### src/rtl/sreg_sample_packer.sv
// Packs PACK consecutive ce-qualified DW-bit samples into one wide word and
// queues completed words in a 2-entry valid/ready output buffer.
module sreg_sample_packer #(
    parameter int unsigned DW   = 4,
    parameter int unsigned PACK = 4,
    parameter int unsigned CW   = $clog2(PACK + 1)
) (
    input  logic               clk,
    input  logic               rst_n,
    input  logic               ce,
    input  logic [DW-1:0]      din,
    input  logic               flush,
    output logic               m_valid,
    input  logic               m_ready,
    output logic [DW*PACK-1:0] m_data,
    output logic [CW-1:0]      m_cnt,
    output logic               ovf
);

    localparam int unsigned WW = DW * PACK;

    logic [WW-1:0] acc;
    logic [CW-1:0] cnt;

    logic [WW-1:0] head_data;
    logic [CW-1:0] head_cnt;
    logic          head_vld;
    logic [WW-1:0] tail_data;
    logic [CW-1:0] tail_cnt;
    logic          tail_vld;
    logic          ovf_q;

    logic [WW-1:0] word_c;
    logic [CW-1:0] word_cnt_c;
    logic          complete_c;
    logic          push_c;
    logic          pop_c;

    // Candidate word: accumulator with the current sample merged into slot[cnt]
    always_comb begin
        word_c = acc;
        if (ce) begin
            for (int i = 0; i < int'(PACK); i++) begin
                if (cnt == CW'(i)) begin
                    word_c[i*DW +: DW] = din;
                end
            end
        end
        word_cnt_c = cnt + CW'(ce);
        complete_c = ce && (cnt == CW'(PACK - 1));
        push_c     = complete_c || (flush && (ce || (cnt != '0)));
        pop_c      = head_vld && m_ready;
    end

    always_ff @(posedge clk) begin
        if (!rst_n) begin
            acc       <= '0;
            cnt       <= '0;
            head_data <= '0;
            head_cnt  <= '0;
            head_vld  <= 1'b0;
            tail_data <= '0;
            tail_cnt  <= '0;
            tail_vld  <= 1'b0;
            ovf_q     <= 1'b0;
        end else begin
            if (push_c) begin
                acc <= '0;
                cnt <= '0;
            end else if (ce) begin
                acc <= word_c;
                cnt <= word_cnt_c;
            end

            // Head/tail buffer; a push into a full buffer without a pop is dropped
            unique case ({push_c, pop_c})
                2'b10: begin
                    if (!head_vld) begin
                        head_data <= word_c;
                        head_cnt  <= word_cnt_c;
                        head_vld  <= 1'b1;
                    end else if (!tail_vld) begin
                        tail_data <= word_c;
                        tail_cnt  <= word_cnt_c;
                        tail_vld  <= 1'b1;
                    end else begin
                        ovf_q <= 1'b1;
                    end
                end
                2'b01: begin
                    head_data <= tail_data;
                    head_cnt  <= tail_cnt;
                    head_vld  <= tail_vld;
                    tail_vld  <= 1'b0;
                end
                2'b11: begin
                    if (tail_vld) begin
                        head_data <= tail_data;
                        head_cnt  <= tail_cnt;
                        tail_data <= word_c;
                        tail_cnt  <= word_cnt_c;
                    end else begin
                        head_data <= word_c;
                        head_cnt  <= word_cnt_c;
                    end
                end
                default: ;
            endcase
        end
    end

    assign m_valid = head_vld;
    assign m_data  = head_data;
    assign m_cnt   = head_cnt;
    assign ovf     = ovf_q;

endmodule

### config.mk
export PLATFORM = sky130hd
export DESIGN_NAME = sreg_sample_packer
export DESIGN_NICKNAME = d
export VERILOG_FILES = /design/src/rtl/sreg_sample_packer.sv
export SDC_FILE = /design/constraint.sdc
export NUM_CORES = 1
export LEC_CHECK = 0
export ABC_AREA = 1
export CORE_MARGIN = 1
export CORE_UTILIZATION = 35
export CTS_BUF_LIST = sky130_fd_sc_hd__clkbuf_2
export CTS_CLUSTER_DIAMETER = 200
export DETAILED_ROUTE_END_ITERATION = 8
export GPL_ROUTABILITY_DRIVEN = 0
export GPL_TIMING_DRIVEN = 0
export PLACE_DENSITY = 0.59
export SLEW_MARGIN = 30
export SYNTH_ARGS = -nofsm -noshare
export SYNTH_HDL_FRONTEND = slang
export SYNTH_SLANG_ARGS = --single-unit
### constraint.sdc
create_clock -name clk -period 2.6 [get_ports clk]
set_input_delay 0.39 -clock clk [delete_from_list [all_inputs] [get_ports clk]]
set_output_delay 0.39 -clock clk [all_outputs]
set_load 0.05 [all_outputs]
Word-level counts from Yosys, hierarchy flattened
Index checks and enable logic that the tools add are counted.
W data, S select, Z words.
{"block": "totals", "reg_bits": 60, "output_inout_bits": 21}
{"block": "op_classes", "n_addsub": 1, "n_eq_ne": 9, "muxes": 20, "bitwise_logic": 1, "n_reduce_logical": 15}
{"cell": "$mux W16", "count": 5}
{"cell": "$pmux W16 S3", "count": 1}
{"cell": "$pmux W16 S2", "count": 1}
{"cell": "$mux W4", "count": 4}
{"cell": "$mux W3", "count": 4}
{"cell": "$pmux W3 S3", "count": 1}
{"cell": "$eq A3 B2 Y1 const B", "count": 2}
{"cell": "$ne A2 B2 Y1 const B", "count": 3}
{"cell": "$pmux W3 S2", "count": 1}
{"cell": "$reduce_and A3 Y1", "count": 2}
{"cell": "$reduce_bool A3 Y1", "count": 2}
{"cell": "$eq A2 B2 Y1 const B", "count": 2}
{"cell": "$pmux W1 S2", "count": 2}
{"cell": "$reduce_and A2 Y1", "count": 2}
{"cell": "$reduce_bool A2 Y1", "count": 2}
{"cell": "$add A3 B1 Y3", "count": 1}
{"cell": "$eq A3 B1 Y1 const B", "count": 1}
{"cell": "$logic_and A1 B1 Y1", "count": 3}
{"cell": "$logic_not A3 Y1", "count": 1}
{"cell": "$eq A2 B1 Y1 const B", "count": 1}
{"cell": "$logic_or A1 B1 Y1", "count": 2}
{"cell": "$reduce_or A2 Y1", "count": 1}
{"cell": "$mux W1", "count": 1}
{"cell": "$not A1 Y1", "count": 1}

Longest topological paths before layout
{"block": "depth", "depth_word": 7, "depth_mapped": 14}

Least setup slack after synthesis
OpenSTA, ideal clock, no wires.
{"block": "synth_timing", "path_type": "register to register", "start": "reg head_vld (netlist: m_valid)", "end": "reg tail_data[11]", "setup_time_ns": 0.122, "t_arrival_ns": 2.185, "setup_slack_ns": 0.294, "path_stages_with_launch": 12, "period_less_slack_ns": 2.306, "path_cell_list": "dfxtp_1 -> nand2_1 -> clkinv_1 -> buf_2 -> ha_1 -> buf_4 -> nand2_1 -> nand3_2 -> inv_2 -> buf_4 -> o21ai_0 -> a21oi_2"}
{"block": "synth_between", "elab_chain_len": 4}
{"element": "start: declaration", "line_no": "27", "source": "logic head_vld;"}
{"element": "start signal: assignment", "line_no": "93", "source": "head_vld <= tail_vld;"}
{"element": "$logic_and A1 B1 Y1", "line_no": "52", "source": "pop_c = head_vld && m_ready;"}
{"element": "$eq A2 B2 Y1", "line_no": "76", "source": "unique case ({push_c, pop_c})"}
{"element": "$ne A2 B2 Y1 (no line) or $reduce_bool A2 Y1 (tied branches)"}
{"element": "$reduce_and A3 Y1 (no line)"}
{"element": "end signal: assignment", "line_no": "83", "source": "tail_data <= word_c;"}
{"element": "end signal: assignment", "line_no": "100", "source": "tail_data <= word_c;"}
{"element": "end: declaration", "line_no": "28", "source": "logic [WW-1:0] tail_data;"}
Parallel ways exist; a longest one is shown, timed or not.
A chain may end at the register's enable or synchronous reset.

Worst setup path after layout
{"block": "layout_timing", "start": "reg head_vld (netlist: m_valid)", "end": "reg tail_data[4]"}
Same word-level chain as after synthesis.

==> summary.txt <==
Outcome
  • Outcome: finished, final reports clean

Timing
  • Final Max Tran Viols: 0
  • Fmax: 429 MHz
  • Rel. slew slack: 59.9%
  • WHS: 493 ps
  • Setup repair after global routing missed its margin: false
  • Final Setup Violations: 0
  • Sum Neg Setup Slack: 0 ps
  • Final worst-path cycle share: 89.8%
  • Layout Skew: 22.6 ps
  • Final hold vios: 0
  • Final min period: 2330 ps
  • Actual slew at the worst max-slew pin: 602 ps
  • Final WS setup: 266 ps

Setup path
  • Worst setup path category: flip-flop to flip-flop
  • Beginning of the worst register-to-register path: m_valid
  • Setup crit start kind: flip-flop
  • CP Capture Type: flip-flop
  • CP max FO: 11
  • Reg2Reg Setup Slack: 270 ps
  • Data required time of the critical path: 3040 ps
  • RR Endpoint: tail_data[4]
  • Critical Path AT: 2780 ps
  • Reg2Reg Depth: 11

Floorplanning
  • Area of the die: 10,700 um2
  • Die span in x: 103 um
  • Die Ht: 103 um
  • Starting Density: 36.4%
  • Core Box Area: 9860 um2
  • I/O Pins: 30
  • FP Rows: 36

Finish
  • Antenna cells: 0
  • Layout Cells excl Fill: 701
  • Fin area: 4150 um2
  • Post-layout util: 42.1%
  • Synthesis-to-layout area growth: 15.5%
  • Commonest cells after routing, fill and taps aside: 109 x nand2_1, 67 x nand3_1, 59 x dfxtp_1
  • Most common cell after layout, fill and taps aside: nand2_1
  • Final nets: 577
  • Layout cells sized above 1: 15.3%

Yosys
  • Sequential area share after synthesis: 33.4%
  • Mean post-synth cell area: 6.89 um2
  • Synthesized flop and latch total: 60
  • Mapped Nets: 535
  • Post-Syn Area: 3590 um2
  • Unique masters post-synth: 36
  • Post-synth top area cell: dfxtp_1
  • Area share of the largest cell type after synthesis: 33.4%
  • Top cells by area, synth: dfxtp_1 33%, nand2_1 11%, nand3_1 9.3%
  • Post-Synthesis Cells: 521
  • Ys Warns: 0

Power
  • Net load switching power: 896 uW
  • Switching Share: 38.8%
  • Leakage power: 1.99 nW
  • Pwr Total: 2.31 mW
  • Peak supply drop: 235 uV
  • Sequential share of power: 45.5%
  • Clk pwr share: 20.9%
  • Int Pwr: 1.41 mW
  • PD cells: 557 nW/um2
  • Combinational group share of total power: 33.7%

Min path
  • WHS Endpoint: acc[8]
  • HP Start: acc[8]
  • Hold Path Depth: 2
  • Worst hold path type: flip-flop to flip-flop

Global routing
  • Gr usage total: 21.4%
  • Total gr overflow: 0
  • First-pass GRT wire length: 17,000 um
  • Largest net degree at the start of global routing: 12
  • Initial antenna violation count: 0
  • Vias in the first global route: 3,556

Place
  • Worst slack at placement: -267 ps
  • DP Wirelength: 7950 um
  • Dpl cells: 683
  • Area after DPL: 4050 um2
  • Port bufs: 29

Detailed routing
  • Total number of vias: 3,718
  • WL per Instance: 15.2 um
  • DRC errors left: 0
  • Final ANT Viol Nets: 0
  • Total routed wirelength: 10,700 um
  • Detailed Route Iter0 Violations: 225
  • Vias per std cell: 5.30
  • Drt first pass iters: 5

CTS
  • Root buf cell: clkbuf_2
  • CTS Sinks: 60
  • Worst skew pair latency: 500 ps
  • CTS tree: yes
  • Longest Clk Path Bufs: 2
  • H-Tree Depth: 3
  • Num CTS Buffers: 9
  • Clk slew on worst S/H paths: 180 ps

Run
  • Maxcap violations: 0
-- metal layers --
metal,vias to the layer above,GRT usage [%],part of all wire [%]
met5,-,0,0
met4,0,7.58,2.4
met3,28,4.37,4.3
met2,102,37.9,49
met1,1775,25.6,44
li1,1813,-,-
-- cell usage after synthesis --
master / n
a21oi_1: 53
a21oi_2: 7
a21oi_4: 1
a22oi_1: 1
a311oi_1: 1
a31oi_1: 1
buf_1: 3
buf_2: 8
buf_4: 6
buf_6: 8
clkbuf_1: 6
clkinv_1: 1
dfxtp_1: 60
dlymetal6s2s_1: 1
ha_1: 5
inv_1: 44
inv_2: 4
nand2_1: 109
nand2_2: 6
nand2_4: 6
nand3_1: 67
nand3_2: 2
nand3_4: 1
nand3b_1: 15
nand3b_2: 1
nand4_1: 8
nor2_1: 41
nor2_2: 1
nor2_4: 2
nor3_1: 1
o211ai_1: 10
o21a_1: 1
o21ai_0: 24
o21ai_2: 1
or2_2: 14
xnor2_1: 1
-- how the worst max path moves through the flow --
| stage | from | endpoint | slack [ps] | cells after the start |
|---|---|---|---|---|
| 5_1_grt | m_valid | tail_data[3] | 70 | 11 |
| 6_report | m_valid | tail_data[4] | 270 | 11 |
| 3_3_place_gp | ce | tail_data[5] | -230 | 14 |
| 3_5_place_dp | ce | tail_data[7] | -270 | 14 |
| 2_1_floorplan | m_valid | tail_data[11] | 290 | 11 |
| 4_1_cts | m_valid | tail_data[1] | 90 | 11 |
-- power groups by stage --
| stage | Sequential (mW) | Combinational [mW] | Clock [mW] |
|---|---|---|---|
| after floorplan | 1.19 | 0.422 | 0 |
| after global placement | 1.06 | 0.756 | 0 |
| after detailed placement | 1.07 | 0.768 | 0 |
| after CTS | 1.05 | 0.771 | 0.497 |
| after global routing | 1.06 | 0.854 | 0.523 |
| final | 1.05 | 0.778 | 0.482 |
-- logic make-up after synthesis --
| logic type | after synthesis | synth area share [%] |
|---|---|---|
| fa+ha+maj | 5 | 1.74 |
| compound gates | 100 | 16.1 |
| xor+xnor | 1 | 0.244 |
| flops | 60 | 33.4 |
| buf+inv | 81 | 11.3 |
| simple gates | 274 | 37.2 |
-- sequential cells by signal, summed over array words and instances (netlist names) --
| signal | flops |
|---|---|
| ovf | 1 |
| tail_vld | 1 |
| tail_cnt | 3 |
| m_cnt | 3 |
| acc | 16 |
| m_data | 16 |
| cnt | 3 |
| m_valid | 1 |
| tail_data | 16 |
-- what timing repair did --
item                                    CTS  global route
hold buffers                              0             0
buffers inserted                          0             2
endpoints found under the setup margin    0            29
gates resized for setup                   0             3
endpoints found under the hold margin     0             0
-- worst max-delay path, cell delays in order, from the launching register on --
cell	delay, ps
dfxtp_2	410
nand2_1	170
clkinvlp_4	170
buf_2	230
ha_1	210
buf_4	170
nand2_1	90
nand3_2	140
inv_2	180
clkbuf_4	240
o21ai_0	100
a21oi_1	150
-- cell type report --
cell class / count / area [um2]
Fill cell: 1045 / 5720
Multi-Input combinational cell: 380 / 1980
Sequential cell: 60 / 1200
Timing Repair Buffer: 31 / 305
Buffer: 32 / 224
Inverter: 49 / 188
Tap cell: 133 / 166
Clock buffer: 13 / 65.1
Clock inverter: 3 / 13.8
(Power assumes the default switching activity.)
